==> src/rtl/fetch_stage.sv <==
// Instruction fetch stage: drives the instruction-memory request, fills the
// IF/ID register, parks one word while decode is stalled, drains a
// redirected in-flight request, and stops on the halt opcode.
`timescale 1ns/1ps
module fetch_stage #(
  parameter logic [15:0] RESET_PC    = 16'h0000,
  parameter logic [3:0]  HALT_OPCODE = 4'hF
) (
  input  logic        clk,
  input  logic        rst,
  input  logic        stall,
  input  logic        flush,
  input  logic [15:0] flush_target,
  output logic        imem_req,
  output logic [15:0] imem_addr,
  input  logic        imem_valid,
  input  logic [15:0] imem_rdata,
  output logic        if_valid,
  output logic [15:0] if_instr,
  output logic [15:0] if_pc_plus2,
  output logic        halted
);

  localparam int unsigned W = 16;

  typedef enum logic [1:0] {FETCH, BUF, DROP, HALT} state_t;

  state_t       state, state_nxt;
  logic [W-1:0] pc, pc_nxt;
  logic [W-1:0] drop_addr, drop_addr_nxt;
  logic [W-1:0] buf_instr, buf_instr_nxt;
  logic [W-1:0] buf_pc2, buf_pc2_nxt;
  logic         if_valid_nxt;
  logic [W-1:0] if_instr_nxt, if_pc_plus2_nxt;
  logic         imem_req_nxt, halted_nxt;
  logic [W-1:0] imem_addr_nxt;

  logic [W-1:0] pc_plus2;
  logic [W-1:0] flush_pc;
  logic [W-1:0] reset_pc_even;
  logic         done;
  logic         fetch_is_halt;
  logic         buf_is_halt;

  // Shared datapath terms; addresses are forced even, PC wraps modulo 2^16.
  assign pc_plus2      = pc + W'(2);
  assign flush_pc      = flush_target & 16'hFFFE;
  assign reset_pc_even = RESET_PC & 16'hFFFE;
  assign done          = imem_req & imem_valid;
  assign fetch_is_halt = (imem_rdata[15:12] == HALT_OPCODE);
  assign buf_is_halt   = (buf_instr[15:12] == HALT_OPCODE);

  // Next-state and next-output decode; flush outranks stall everywhere.
  always_comb begin
    state_nxt       = state;
    pc_nxt          = pc;
    drop_addr_nxt   = drop_addr;
    buf_instr_nxt   = buf_instr;
    buf_pc2_nxt     = buf_pc2;
    if_valid_nxt    = if_valid;
    if_instr_nxt    = if_instr;
    if_pc_plus2_nxt = if_pc_plus2;

    case (state)
      FETCH: begin
        if (flush) begin
          pc_nxt       = flush_pc;
          if_valid_nxt = 1'b0;
          if (!done) begin
            // Request still in flight: remember it so it can be drained.
            drop_addr_nxt = pc;
            state_nxt     = DROP;
          end
        end else if (done) begin
          if (!fetch_is_halt) pc_nxt = pc_plus2;
          if (stall) begin
            buf_instr_nxt = imem_rdata;
            buf_pc2_nxt   = pc_plus2;
            state_nxt     = BUF;
          end else begin
            if_valid_nxt    = 1'b1;
            if_instr_nxt    = imem_rdata;
            if_pc_plus2_nxt = pc_plus2;
            state_nxt       = fetch_is_halt ? HALT : FETCH;
          end
        end else if (!stall) begin
          if_valid_nxt = 1'b0;
        end
      end
      BUF: begin
        if (flush) begin
          pc_nxt       = flush_pc;
          if_valid_nxt = 1'b0;
          state_nxt    = FETCH;
        end else if (!stall) begin
          if_valid_nxt    = 1'b1;
          if_instr_nxt    = buf_instr;
          if_pc_plus2_nxt = buf_pc2;
          state_nxt       = buf_is_halt ? HALT : FETCH;
        end
      end
      DROP: begin
        if_valid_nxt = 1'b0;
        if (flush) pc_nxt = flush_pc;
        if (done) state_nxt = FETCH;
      end
      HALT: begin
        if (flush) begin
          pc_nxt       = flush_pc;
          if_valid_nxt = 1'b0;
          state_nxt    = FETCH;
        end else if (!stall) begin
          if_valid_nxt = 1'b0;
        end
      end
      default: state_nxt = FETCH;
    endcase

    imem_req_nxt  = (state_nxt == FETCH) || (state_nxt == DROP);
    imem_addr_nxt = (state_nxt == DROP) ? drop_addr_nxt : pc_nxt;
    halted_nxt    = (state_nxt == HALT);
  end

  // State and registered outputs, synchronous reset.
  always_ff @(posedge clk) begin
    if (rst) begin
      state       <= FETCH;
      pc          <= reset_pc_even;
      drop_addr   <= '0;
      buf_instr   <= '0;
      buf_pc2     <= '0;
      if_valid    <= 1'b0;
      if_instr    <= '0;
      if_pc_plus2 <= '0;
      imem_req    <= 1'b1;
      imem_addr   <= reset_pc_even;
      halted      <= 1'b0;
    end else begin
      state       <= state_nxt;
      pc          <= pc_nxt;
      drop_addr   <= drop_addr_nxt;
      buf_instr   <= buf_instr_nxt;
      buf_pc2     <= buf_pc2_nxt;
      if_valid    <= if_valid_nxt;
      if_instr    <= if_instr_nxt;
      if_pc_plus2 <= if_pc_plus2_nxt;
      imem_req    <= imem_req_nxt;
      imem_addr   <= imem_addr_nxt;
      halted      <= halted_nxt;
    end
  end

endmodule

==> config.mk <==
export PLATFORM = sky130hd
export DESIGN_NAME = fetch_stage
export DESIGN_NICKNAME = d
export VERILOG_FILES = /design/src/rtl/fetch_stage.sv
export SDC_FILE = /design/constraint.sdc
export NUM_CORES = 1
export LEC_CHECK = 0
export CORE_MARGIN = 2
export CORE_UTILIZATION = 29
export CTS_BUF_LIST = sky130_fd_sc_hd__clkbuf_4 sky130_fd_sc_hd__clkbuf_8
export DETAILED_ROUTE_END_ITERATION = 7
export GPL_TIMING_DRIVEN = 1
export SETUP_SLACK_MARGIN = 0.2
export SLEW_MARGIN = 10
export SYNTH_ARGS = -nofsm -noshare
export SYNTH_HDL_FRONTEND = slang
export SYNTH_SLANG_ARGS = --single-unit
==> constraint.sdc <==
create_clock -name clk -period 1.8 [get_ports clk]
set_input_delay 0.45 -clock clk [delete_from_list [all_inputs] [get_ports clk]]
set_output_delay 0.45 -clock clk [all_outputs]
set_load 0.02 [all_outputs]
==> results of run 1 <==
## layout make-up
type,count,area [µm²]
Inverter,6,22.5
Sequential cell,117,2380
Clock buffer,18,248
Fill cell,1584,8800
Tap cell,225,282
Timing Repair Buffer,201,2000
Clock inverter,14,200
Multi-Input combinational cell,428,3360
## through the flow
stage | area [µm²] | setup slack, ns | setup TNS (ns) | util, %
2_1_floorplan | 5290 | 0.110 | 0 | -
3_3_place_gp | 6740 | -0.512 | -38.57 | 39.0
3_5_place_dp | 6740 | -0.525 | -40.66 | 39.0
4_1_cts | 7760 | 0.0521 | 0 | 44.8
5_1_grt | 8490 | 0.00130 | 0 | 49.1
6_report | 8490 | 0.0421 | 0 | 49.1
## how the worst min path moves through the flow
stage | start | endpoint | slack (ns)
2_1_floorplan | drop_addr[12] | drop_addr[12] | 0.44
3_3_place_gp | buf_instr[3] | buf_instr[3] | 0.44
3_5_place_dp | buf_instr[0] | buf_instr[0] | 0.45
4_1_cts | rst | pc[9] | 0.42
5_1_grt | rst | if_pc_plus2[6] | 0.43
6_report | rst | if_pc_plus2[6] | 0.44
## sequential cells by signal, summed over array words and instances (netlist names)
name	count
buf_instr	16
buf_pc2	16
drop_addr	16
halted	1
if_instr	16
if_pc_plus2	16
if_valid	1
imem_addr	16
imem_req	1
pc	16
state	2
## report_power, final
part           internal, mW  switching (mW)
clock network          1.56            1.17
registers              2.72          0.0892
logic                 0.632           0.684
total                  4.91            1.94
## worst max-delay path, delay by kind of cell (launching register included)
family / cells / cell delay, ns
multiplexers: 1 / 0.17
flip-flops: 1 / 0.36
buffers and inverters: 2 / 0.28
AO/OA/AOI/OAI: 1 / 0.10
AND/OR/NAND/NOR: 3 / 0.80
## cell usage after synthesis (3+ instances only)
master / number
sky130_fd_sc_hd__nand4_1: 8
sky130_fd_sc_hd__nand2_1: 110
sky130_fd_sc_hd__xnor2_1: 12
sky130_fd_sc_hd__a211oi_2: 4
sky130_fd_sc_hd__buf_2: 11
sky130_fd_sc_hd__nor3_1: 11
sky130_fd_sc_hd__a31o_2: 3
sky130_fd_sc_hd__buf_4: 3
sky130_fd_sc_hd__buf_6: 6
sky130_fd_sc_hd__a211o_1: 5
sky130_fd_sc_hd__nand2b_1: 3
sky130_fd_sc_hd__clkbuf_1: 30
sky130_fd_sc_hd__mux2_2: 7
sky130_fd_sc_hd__nand3_1: 18
sky130_fd_sc_hd__dfxtp_1: 117
sky130_fd_sc_hd__and2_1: 4
sky130_fd_sc_hd__inv_1: 6
sky130_fd_sc_hd__o21ai_0: 10
sky130_fd_sc_hd__nor2_1: 74
sky130_fd_sc_hd__or4_1: 3
sky130_fd_sc_hd__a21o_1: 5
sky130_fd_sc_hd__a21oi_1: 48
sky130_fd_sc_hd__a211oi_1: 14
sky130_fd_sc_hd__and3_1: 4
sky130_fd_sc_hd__nor2b_1: 3
sky130_fd_sc_hd__a31oi_1: 5
sky130_fd_sc_hd__a311oi_1: 18
sky130_fd_sc_hd__mux2i_1: 10
sky130_fd_sc_hd__or3_1: 3
sky130_fd_sc_hd__xor2_1: 8
## kinds of logic (layout without fill, tap and decap cells)
logic type                 count (synthesis)  in the layout
AOI/OAI and AO/OA                        130            130
xor gates and xnor gates                  20             20
adders and majority gates                  1              1
buffers and inverters                     58            239
DFF                                      117            117
muxes                                     19             19
and+or+nand+nor                          256            258
## layer usage
metal  GRT usage, %  vias up
li1               -     2451
met1           22.6     2394
met2           28.9      125
met3           4.44       33
met4           4.75        0
met5              0        -
## timing repair
| item | CTS | global route |
|---|---|---|
| endpoints found under the hold margin | 0 | 0 |
| setup buffers | 23 | 10 |
| gates cloned | 8 | 5 |
| resized for setup | 133 | 194 |
| endpoints found under the setup margin | 149 | 124 |
| pin swaps | 30 | 85 |
==> qor.log, run 1 <==
INFO  routing        met2RoutedLength=8.58mm
INFO  global_routing grt.total_usage=17.5%
INFO  critical_path  worst_path_max_delay_cell=sky130_fd_sc_hd__or4_4
INFO  floorplan      io_pins=88
INFO  clock_network  htree_levels=4
INFO  critical_path  critPathRequiredTime=2.20ns
INFO  synthesis      postSynth.asyncResetShare=0%
INFO  pwr            powerDensity=806nW/µm²
INFO  sta            finalSetupViolCount=0
INFO  global_routing grt_antenna_before_repair=0
INFO  floorplan      die_w=137µm
INFO  placed_design  buffer_ports.inserted=86
INFO  critical_path  worst-r2r-cell-count=7
INFO  sta            tightestPinTransition=0.580ns
INFO  synthesis      yosys_warnings=0
INFO  sta            maxClockFrequency=0.569GHz
INFO  synthesis      yosysTopAreaCellShare=45.7%
INFO  critical_path  critPathLaunch=pc[4]
INFO  critical_path  endpoint_kind=flip-flop
INFO  critical_path  maximum_net_fanout_on_the_critical_path=4
INFO  sta            layout_min_cycle_time=1.76ns
INFO  pwr            vdd_ir_drop_max=0.460mV
INFO  pwr            total_power=6.85mW
INFO  synthesis      synth_top_flop_cell=sky130_fd_sc_hd__dfxtp_1
INFO  floorplan      placeableCoreArea=17,300µm²
INFO  outcome        outcome=complete, no violations
INFO  worst_hold_path min_path_cells=3
INFO  critical_path  critPathMaxStageDelay=0.52ns
INFO  critical_path  setup.worst_path.start_class=flip-flop
INFO  sta            finalHoldViolCount=0
INFO  cells_and_area final_cell_mix=103 x sky130_fd_sc_hd__dfxtp_1, 90 x sky130_fd_sc_hd__nand2_1, 74 x sky130_fd_sc_hd__buf_4
INFO  sta            slew_headroom=61.3%
INFO  synthesis      postSynthCellCount=601
INFO  floorplan      fp-row-count=48
INFO  synthesis      sequential_share_of_the_synthesized_area=45.7%
INFO  floorplan      die_h=137µm
INFO  routing        route.detailed.wl_per_inst=17.2µm
INFO  placed_design  final_replace_weighted_congestion=0.862
INFO  critical_path  crit_chain=buf_4 -> buf_6 -> and3_4 -> nand2_2 -> or4_4 -> o211ai_2 -> mux2_4
INFO  clock_network  path_clk_slew=0.08ns
INFO  routing        detail-route-antenna-nets=0
INFO  synthesis      synth.cell_area=5130µm²
INFO  synthesis      post_synthesis_simple_gate_area_fraction=22.5%
INFO  clock_network  insertion_delay=0.45ns
INFO  global_routing global_route_wire_length_before_repair=25.3mm
INFO  clock_network  cts-buffers-inserted=17
INFO  synthesis      synth_compound_area_share=18.2%
INFO  synthesis      syn-mean-instance-area=8.53µm²
INFO  synthesis      synth.area.top_cells=sky130_fd_sc_hd__dfxtp_1 46%, sky130_fd_sc_hd__nand2_1 8.1%, sky130_fd_sc_hd__nor2_1 5.4%, sky130_fd_sc_hd__a21oi_1 4.7%, sky130_fd_sc_hd__a311oi_1 3.1%
INFO  critical_path  timing.rr.end=imem_addr[11]
INFO  synthesis      dominant_combinational_cell_family_by_area_after_synthesis=simple AND/OR/NAND/NOR gates
INFO  synthesis      post_synth_mux_area_share=4.07%
INFO  sta            period_share=97.7%
INFO  sta            grt_setup_unrepaired=true
INFO  critical_path  flop2flop_setup_slack=0.04ns
INFO  routing        detail_route.vias_per_cell=4.96
INFO  synthesis      post_synthesis_cell_type_count=60
INFO  routing        wl_met1=7.63mm
INFO  pwr            power_leakage=3.43nW
INFO  synthesis      yosys.area_share.xor_xnor=3.42%
INFO  cells_and_area fin_nets=809
INFO  floorplan      initial_utilization=29.7%
INFO  placed_design  detailed_place_hpwl=9.81mm
INFO  routing        highest-signal-layer=met4
INFO  cells_and_area finish.cell_count_without_fillers=1,009
INFO  floorplan      design.die.area=18,800µm²
INFO  critical_path  setup.worst_path.end=imem_addr[11]
INFO  sta            timing.clock.skew=0.0151ns
INFO  clock_network  cts.path.max_buffers=2
INFO  job            cap_viol_max_count=0
INFO  placed_design  instance_count_after_placement_with_tap_cells_included=931
INFO  routing        route.vias.total=5,003
INFO  routing        drt-pass1-iter-count=4
INFO  routing        remaining_drc_errors=0
INFO  global_routing globalRoute.totalOverflow=0
INFO  cells_and_area leading_cell_type_in_the_layout_fill_and_taps_excluded=sky130_fd_sc_hd__dfxtp_1
INFO  global_routing grt_pass1_vias=4,719
INFO  clock_network  holdBufCountCts=0
INFO  cells_and_area syn_to_final_growth=65.6%
INFO  cells_and_area insertedDiodeCount=0
INFO  synthesis      synth-seq-cells=117
INFO  synthesis      synth.net_count=639
INFO  clock_network  clock-sinks=117
INFO  sta            finalMaxSlewViolations=0
INFO  worst_hold_path timing.hold.worst.class=input port to flip-flop
INFO  clock_network  tritoncts_clock_tree=done
INFO  synthesis      synth_edf_count=0
INFO  routing        initial_drc_count=300
INFO  critical_path  launch_point_of_the_worst_reg_to_reg_path=pc[4]
INFO  critical_path  critical_path_class=flip-flop to flip-flop
INFO  routing        wl_met3=768µm
INFO  cells_and_area layout-drive-gt1-share=42.5%
INFO  synthesis      synth_top_area_cell=sky130_fd_sc_hd__dfxtp_1
INFO  sta            hold-worst-slack=0.437ns
INFO  routing        finalWirelength=17.3mm
INFO  global_routing largest_net_degree_at_the_start_of_global_routing=45
INFO  synthesis      post_synth_fa_ha_maj_area_fraction=0.244%
INFO  critical_path  arrival=2.16ns
INFO  clock_network  ctsRootBufferMaster=sky130_fd_sc_hd__clkbuf_8
Note: power is estimated with default switching activity, not from simulation.
==> run 2, diff against run 1 <==
--- a/config.mk
+++ b/config.mk
@@ -9,6 +9,7 @@
 export CORE_UTILIZATION = 29
 export CTS_BUF_LIST = sky130_fd_sc_hd__clkbuf_4 sky130_fd_sc_hd__clkbuf_8
 export DETAILED_ROUTE_END_ITERATION = 7
+export DONT_BUFFER_PORTS = 1
 export GPL_TIMING_DRIVEN = 1
 export SETUP_SLACK_MARGIN = 0.2
 export SLEW_MARGIN = 10
==> qor.log, run 2 (same netlist as run 1, synthesis figures left out) <==
INFO  outcome        outcome=complete, no violations
INFO  critical_path  arrival=2.11ns [-0.05 ns]
INFO  clock_network  ctsRootBufferMaster=sky130_fd_sc_hd__clkbuf_8
INFO  critical_path  flop2flop_setup_slack=0.02ns [-0.03 ns]
INFO  critical_path  endpoint_kind=flip-flop
INFO  floorplan      die_w=137µm [unchanged]
INFO  cells_and_area n_fill_cell=1,627 [+2.7%]
INFO  global_routing groute.layer.met3.usage=5.52% [+1.1 points]
INFO  sta            finalHoldViolCount=0 [unchanged]
INFO  critical_path  critPathRequiredTime=2.13ns [-0.07 ns]
INFO  global_routing largest_net_degree_at_the_start_of_global_routing=108 [+140%]
INFO  clock_network  insertion_delay=0.44ns [about the same]
INFO  clock_network  path_clk_slew=0.07ns [about the same]
INFO  critical_path  critPathLaunch=pc[2]
INFO  routing        drt-pass1-iter-count=4 [unchanged]
INFO  floorplan      fp-row-count=48 [unchanged]
INFO  clock_network  tritoncts_clock_tree=done
INFO  floorplan      design.die.area=18,800µm² [unchanged]
INFO  global_routing global_route.peak_usage_layer=met2
INFO  pwr            power_leakage=2.99nW [-13%]
INFO  clock_network  clock-sinks=117 [unchanged]
INFO  global_routing grt_pass1_vias=4,321 [-8.4%]
INFO  job            cap_viol_max_count=0 [unchanged]
INFO  routing        remaining_drc_errors=0 [unchanged]
INFO  routing        route.vias.total=4,584 [-8.4%]
INFO  global_routing grt_antenna_before_repair=0 [unchanged]
INFO  cells_and_area insertedDiodeCount=0 [unchanged]
INFO  routing        initial_drc_count=288 [-4.0%]
INFO  sta            timing.clock.skew=0.0164ns [+0.00130 ns]
INFO  sta            grt_setup_unrepaired=true
INFO  cells_and_area leading_cell_type_in_the_layout_fill_and_taps_excluded=sky130_fd_sc_hd__dfxtp_1
INFO  cells_and_area syn_to_final_growth=50.7%
INFO  global_routing grt_use_met2=26.5% [-2.5 points]
INFO  sta            tightestPinTransition=0.393ns [-0.188 ns]
INFO  routing        route.detailed.wl_per_inst=17.2µm [+0.34%]
INFO  floorplan      die_h=137µm [unchanged]
INFO  cells_and_area final_design_area_no_fill=7730µm² [-9.0%]
INFO  sta            finalSetupViolCount=0 [unchanged]
INFO  cells_and_area fin_nets=712 [-12%]
INFO  critical_path  worst-r2r-cell-count=5 [-2]
INFO  critical_path  maximum_net_fanout_on_the_critical_path=5 [+1]
INFO  pwr            powerDensity=812nW/µm² [+0.76%]
INFO  floorplan      initial_utilization=29.7% [unchanged]
INFO  critical_path  timing.rr.end=imem_addr[10]
INFO  sta            layout_min_cycle_time=1.78ns [+0.0256 ns]
INFO  worst_hold_path timing.hold.worst.class=input port to flip-flop
INFO  critical_path  setup.worst_path.start_class=flip-flop
INFO  critical_path  setup.worst_path.end=imem_addr[10]
INFO  critical_path  critical_path_class=flip-flop to flip-flop
INFO  sta            finalMaxSlewViolations=0 [unchanged]
INFO  routing        detail-route-antenna-nets=0 [unchanged]
INFO  cells_and_area finish.cell_count_without_fillers=911 [-9.7%]
INFO  sta            slew_headroom=73.6% [+12 points]
INFO  placed_design  final_replace_weighted_congestion=0.800 [-7.2%]
INFO  critical_path  launch_point_of_the_worst_reg_to_reg_path=pc[2]
INFO  floorplan      io_pins=88 [unchanged]
INFO  critical_path  worst_path_max_delay_cell=sky130_fd_sc_hd__dfxtp_4
INFO  placed_design  detailed_place_hpwl=9.11mm [-7.2%]
INFO  clock_network  cts.path.max_buffers=2 [unchanged]
INFO  sta            period_share=99.1% [+1.4 points]
INFO  placed_design  instance_count_after_placement_with_tap_cells_included=840 [-9.8%]
INFO  critical_path  critPathMaxStageDelay=0.38ns [-0.14 ns]
INFO  global_routing gr-usage-met1=20.6% [-2.0 points]
INFO  placed_design  buffer_ports.inserted=0 [-100%]
INFO  global_routing grt.total_usage=16.4% [-1.1 points]
INFO  cells_and_area layout-drive-gt1-share=46.6% [+4.2 points]
INFO  global_routing globalRoute.totalOverflow=0 [unchanged]
INFO  sta            maxClockFrequency=0.561GHz [-1.4%]
INFO  clock_network  cts-buffers-inserted=17 [unchanged]
INFO  pwr            vdd_ir_drop_max=0.452mV [-1.7%]
INFO  routing        detail_route.vias_per_cell=5.03 [+1.5%]
INFO  floorplan      placeableCoreArea=17,300µm² [unchanged]
INFO  clock_network  htree_levels=4 [unchanged]
INFO  routing        finalWirelength=15.7mm [-9.4%]
INFO  critical_path  crit_chain=nand4_1 -> buf_4 -> or3_4 -> a311o_2 -> mux2_4
INFO  cells_and_area final_cell_mix=103 x sky130_fd_sc_hd__dfxtp_1, 88 x sky130_fd_sc_hd__nand2_1, 54 x sky130_fd_sc_hd__nor2_1
INFO  global_routing global_route_wire_length_before_repair=23.5mm [-7.2%]
INFO  placed_design  postPlaceCellArea=5820µm² [-14%]
## run 2: cell count changes in the layout (fill, tap and decap cells not counted), moves of 11 or more
cell	delta
sky130_fd_sc_hd__buf_6	+12
sky130_fd_sc_hd__clkdlybuf4s50_1	-27
sky130_fd_sc_hd__clkbuf_2	-24
sky130_fd_sc_hd__dlygate4sd2_1	-17
sky130_fd_sc_hd__clkdlybuf4s15_1	-15
sky130_fd_sc_hd__a311oi_2	+11
sky130_fd_sc_hd__buf_4	-24
sky130_fd_sc_hd__a311oi_1	-11
## run 2: critical path, delay by kind of cell, from the launching register on
kind,cells,cell delay [ns]
flip-flops,1,0.38
buffers and inverters,1,0.18
AO/OA/AOI/OAI,1,0.34
multiplexers,1,0.26
AND/OR/NAND/NOR,2,0.52
## run 2: worst min-delay path by stage
stage	from	to	slack, ns	cells past startpoint
finish	rst	pc[6]	0.1	1
detailed placement	buf_instr[4]	buf_instr[4]	0.44	2
CTS	rst	pc[6]	0.05	1
global route	rst	pc[7]	0.06	1
floorplan	drop_addr[12]	drop_addr[12]	0.44	2
global placement	drop_addr[11]	drop_addr[11]	0.44	2
## run 2: cell type report
cell class	instances	area, µm²	area share (%)
multi-input cells	427	3450	44.6
flip-flops and latches	117	2370	30.7
repair buffers	105	1230	15.9
well taps	225	282	3.64
clock buffers	21	277	3.58
clock inverters	10	106	1.38
inverters	6	22.5	0.291
## run 2: power by group
group | switching [mW] | internal, mW | leakage [nW] | total, mW
Combinational | 0.488 | 0.528 | 1.82 | 1.02
Sequential | 0.171 | 2.72 | 0.960 | 2.89
Clock | 1.06 | 1.31 | 0.202 | 2.37
## run 2: through the flow
step                hold slack (ns)  util (%)  setup WS, ns  setup TNS (ns)  power, mW
floorplan                     0.435         -         0.110               0       3.42
global placement              0.437      33.7       -0.0429         -0.0439       3.59
detailed placement            0.441      33.7       -0.0553          -0.115       3.59
CTS                          0.0453      40.1        0.0289               0       6.18
global route                 0.0620      44.7       -0.0317         -0.0522       6.55
finish                       0.0983      44.7        0.0165               0       6.28
## run 2: repair_timing
action / in CTS / in global routing
cloned: 10 / 0
resized for setup: 75 / 174
hold buffers: 0 / 0
buffers inserted: 19 / 11
setup endpoints to repair: 69 / 90
pin swaps: 41 / 71
## run 2: layer usage
layer  vias up  wire length, µm
met5         -                0
met4         0              225
met3        18             1040
met2       105             7690
met1      2207             6760
li1       2254                -
==> run 3, diff against run 2 <==
--- a/config.mk
+++ b/config.mk
@@ -7,7 +7,6 @@
 export LEC_CHECK = 0
 export CORE_MARGIN = 2
 export CORE_UTILIZATION = 29
-export CTS_BUF_LIST = sky130_fd_sc_hd__clkbuf_4 sky130_fd_sc_hd__clkbuf_8
 export DETAILED_ROUTE_END_ITERATION = 7
 export DONT_BUFFER_PORTS = 1
 export GPL_TIMING_DRIVEN = 1
==> qor.log, run 3 (same netlist as run 1, synthesis figures left out) <==
INFO  critical_path  critPathMaxStageDelay=0.32ns [-0.06 ns]
INFO  outcome        outcome=complete, no violations
INFO  critical_path  critPathLaunch=state[1]
INFO  clock_network  tritoncts_clock_tree=done
INFO  clock_network  insertion_delay=0.42ns [-0.02 ns]
INFO  job            cap_viol_max_count=0 [unchanged]
INFO  floorplan      placeableCoreArea=17,300µm² [unchanged]
INFO  sta            finalMaxSlewViolations=0 [unchanged]
INFO  clock_network  cts-buffers-inserted=17 [unchanged]
INFO  critical_path  maximum_net_fanout_on_the_critical_path=7 [+2]
INFO  clock_network  clock-sinks=117 [unchanged]
INFO  clock_network  holdBufCountCts=0 [unchanged]
INFO  sta            finalSetupViolCount=0 [unchanged]
INFO  pwr            pwr-share-comb=14.0% [-2.2 points]
INFO  floorplan      design.die.area=18,800µm² [unchanged]
INFO  sta            layout_min_cycle_time=1.78ns [-0.00688 ns]
INFO  global_routing grt.total_usage=16.7% [+0.31 points]
INFO  critical_path  critical_path_class=flip-flop to flip-flop
INFO  routing        finalWirelength=16.1mm [+2.7%]
INFO  worst_hold_path timing.hold.worst.class=input port to flip-flop
INFO  sta            hold-worst-slack=0.0969ns [-0.00138 ns]
INFO  global_routing largest_net_degree_at_the_start_of_global_routing=108 [unchanged]
INFO  global_routing gr-usage-met1=21.3% [+0.78 points]
INFO  critical_path  cell_class_contributing_the_biggest_share_of_worst_path_delay=simple AND/OR/NAND/NOR gates
INFO  routing        drt-pass1-iter-count=6 [+2]
INFO  sta            maxClockFrequency=0.563GHz [+0.39%]
INFO  sta            final_worst_path_setup_slack=0.0234ns [+0.00688 ns]
INFO  critical_path  arrival=2.11ns [about the same]
INFO  cells_and_area fin_nets=712 [unchanged]
INFO  routing        initial_drc_count=255 [-11%]
INFO  pwr            p_sw=1.84mW [+6.8%]
INFO  sta            finalHoldViolCount=0 [unchanged]
INFO  sta            grt_setup_unrepaired=true
INFO  global_routing grt_antenna_before_repair=0 [unchanged]
INFO  routing        detail_route.vias_per_cell=5.03 [about the same]
INFO  sta            timing.clock.skew=0.0109ns [-0.00554 ns]
INFO  sta            totalNegativeSetupSlack=0ns [unchanged]
INFO  critical_path  crit_chain=and4bb_2 -> buf_6 -> buf_6 -> and3_4 -> buf_12 -> buf_12 -> buf_16 -> nor2_4 -> nor3_2
INFO  pwr            powerDensity=912nW/µm² [+12%]
INFO  critical_path  critical_path_buf_inv_count=5 [+4]
INFO  worst_hold_path min_path_cells=1 [unchanged]
INFO  cells_and_area final_cell_mix=103 x sky130_fd_sc_hd__dfxtp_1, 85 x sky130_fd_sc_hd__nand2_1, 59 x sky130_fd_sc_hd__buf_4
INFO  global_routing grt_use_met2=26.9% [+0.39 points]
INFO  clock_network  cts.path.max_buffers=2 [unchanged]
INFO  critical_path  flop2flop_setup_slack=0.02ns [about the same]
INFO  pwr            seq_power_share=40.4% [-5.7 points]
INFO  cells_and_area leading_cell_type_in_the_layout_fill_and_taps_excluded=sky130_fd_sc_hd__dfxtp_1
INFO  floorplan      io_pins=88 [unchanged]
INFO  placed_design  detailed_place_hpwl=9.11mm [unchanged]
INFO  cells_and_area final_design_area_no_fill=7850µm² [+1.6%]
INFO  placed_design  final_replace_weighted_congestion=0.800 [unchanged]
INFO  routing        detail-route-antenna-nets=0 [unchanged]
INFO  critical_path  launch_point_of_the_worst_reg_to_reg_path=state[1]
INFO  pwr            p_int=5.33mW [+17%]
INFO  cells_and_area syn_to_final_growth=53.1%
INFO  floorplan      die_w=137µm [unchanged]
INFO  clock_network  path_clk_slew=0.06ns [about the same]
INFO  critical_path  endpoint_kind=flip-flop
INFO  cells_and_area insertedDiodeCount=0 [unchanged]
INFO  pwr            power_frac_clock=45.6% [+7.8 points]
INFO  worst_hold_path launch_point_of_the_worst_hold_path=rst
INFO  placed_design  postPlaceCellArea=5820µm² [unchanged]
INFO  pwr            power_leakage=3.04nW [+1.9%]
INFO  pwr            switching_share_of_power=25.7% [-1.7 points]
INFO  cells_and_area layout-drive-gt1-share=45.8% [-0.87 points]
INFO  floorplan      die_h=137µm [unchanged]
INFO  pwr            total_power=7.16mW [+14%]
INFO  global_routing groute.layer.met3.usage=4.93% [-0.59 points]
INFO  routing        remaining_drc_errors=0 [unchanged]
INFO  critical_path  worst-r2r-cell-count=9 [+4]
INFO  placed_design  pre_cts_slack=-0.0553ns [unchanged]
INFO  routing        route.detailed.wl_per_inst=17.7µm [+2.7%]
INFO  placed_design  buffer_ports.inserted=0 [unchanged]
INFO  critical_path  path_length_in_cells_of_the_critical_path=9 [+4]
INFO  critical_path  critPathRequiredTime=2.14ns [about the same]
INFO  pwr            vdd_ir_drop_max=0.767mV [+70%]
INFO  critical_path  timing.rr.end=buf_pc2[15]
INFO  worst_hold_path endpoint_with_the_worst_hold_slack=pc[9]
INFO  clock_network  ctsRootBufferMaster=sky130_fd_sc_hd__clkbuf_16
INFO  sta            period_share=98.7% [-0.38 points]
INFO  floorplan      fp-row-count=48 [unchanged]
INFO  clock_network  htree_levels=4 [unchanged]
INFO  global_routing global_route.peak_usage_layer=met2
INFO  global_routing global_route_wire_length_before_repair=23.7mm [+0.85%]
INFO  sta            tightestPinTransition=0.396ns [+0.00300 ns]
INFO  sta            slew_headroom=73.4% [-0.20 points]
INFO  routing        route.vias.total=4,583 [-0.022%]
INFO  floorplan      initial_utilization=29.7% [unchanged]
INFO  global_routing grt_pass1_vias=4,251 [-1.6%]
INFO  global_routing globalRoute.totalOverflow=0 [unchanged]
INFO  critical_path  setup.worst_path.start_class=flip-flop
INFO  critical_path  worst_path_max_delay_cell=sky130_fd_sc_hd__dfxtp_2
==> run 3: metal layers <==
layer	part of all wire, %	vias to the layer above	wire, µm
met1	43	2219	6880
met2	50	102	8000
met4	1.4	0	230
met3	6.3	19	1020
met5	0	-	0
li1	-	2243	-
==> run 3: worst reg2reg max path: stages (launching register included) <==
cell                       delay, ns
sky130_fd_sc_hd__dfxtp_2        0.32
sky130_fd_sc_hd__and4bb_2       0.31
sky130_fd_sc_hd__buf_6          0.14
sky130_fd_sc_hd__buf_6          0.11
sky130_fd_sc_hd__and3_4         0.24
sky130_fd_sc_hd__buf_12         0.12
sky130_fd_sc_hd__buf_12         0.09
sky130_fd_sc_hd__buf_16         0.14
sky130_fd_sc_hd__nor2_4         0.04
sky130_fd_sc_hd__nor3_2         0.17
==> run 3: final cells by class <==
| cell class | instances | area, µm² |
|---|---|---|
| Inverter | 6 | 22.5 |
| Tap cell | 225 | 282 |
| Clock buffer | 21 | 460 |
| Clock inverter | 10 | 106 |
| Sequential cell | 117 | 2370 |
| Fill cell | 1594 | 9440 |
| Multi-Input combinational cell | 427 | 3450 |
| Timing Repair Buffer | 105 | 1160 |
==> run 3: stage by stage <==
step / instances / utilization, %
3_3_place_gp: 840 / 33.7
5_1_grt: 911 / 45.4
3_5_place_dp: 840 / 33.7
4_1_cts: 900 / 40.9
6_report: 911 / 45.4
2_1_floorplan: 601 / -
==> run 3: worst max path at each step <==
stage | end | slack (ns)
3_3_place_gp | if_pc_plus2[10] | -0.04
3_5_place_dp | if_pc_plus2[10] | -0.06
5_1_grt | imem_addr[10] | -0.02
4_1_cts | imem_addr[10] | 0.04
2_1_floorplan | imem_addr[14] | 0.11
6_report | buf_pc2[15] | 0.02
==> run 3: repair_timing <==
| item | CTS | global route |
|---|---|---|
| gates resized for setup | 76 | 162 |
| pin swaps | 29 | 71 |
| cloned | 9 | 0 |
| setup buffers | 20 | 11 |
| endpoints found under the setup margin | 64 | 90 |
==> run 3: power by group through the flow <==
| stage | Sequential (mW) | Clock [mW] | Combinational [mW] |
|---|---|---|---|
| final | 2.90 | 3.26 | 1.00 |
| after floorplan | 2.92 | 0 | 0.498 |
| after global routing | 2.91 | 3.44 | 1.07 |
| after CTS | 2.89 | 3.34 | 0.832 |
| after global placement | 2.94 | 0 | 0.654 |
| after detailed placement | 2.94 | 0 | 0.656 |
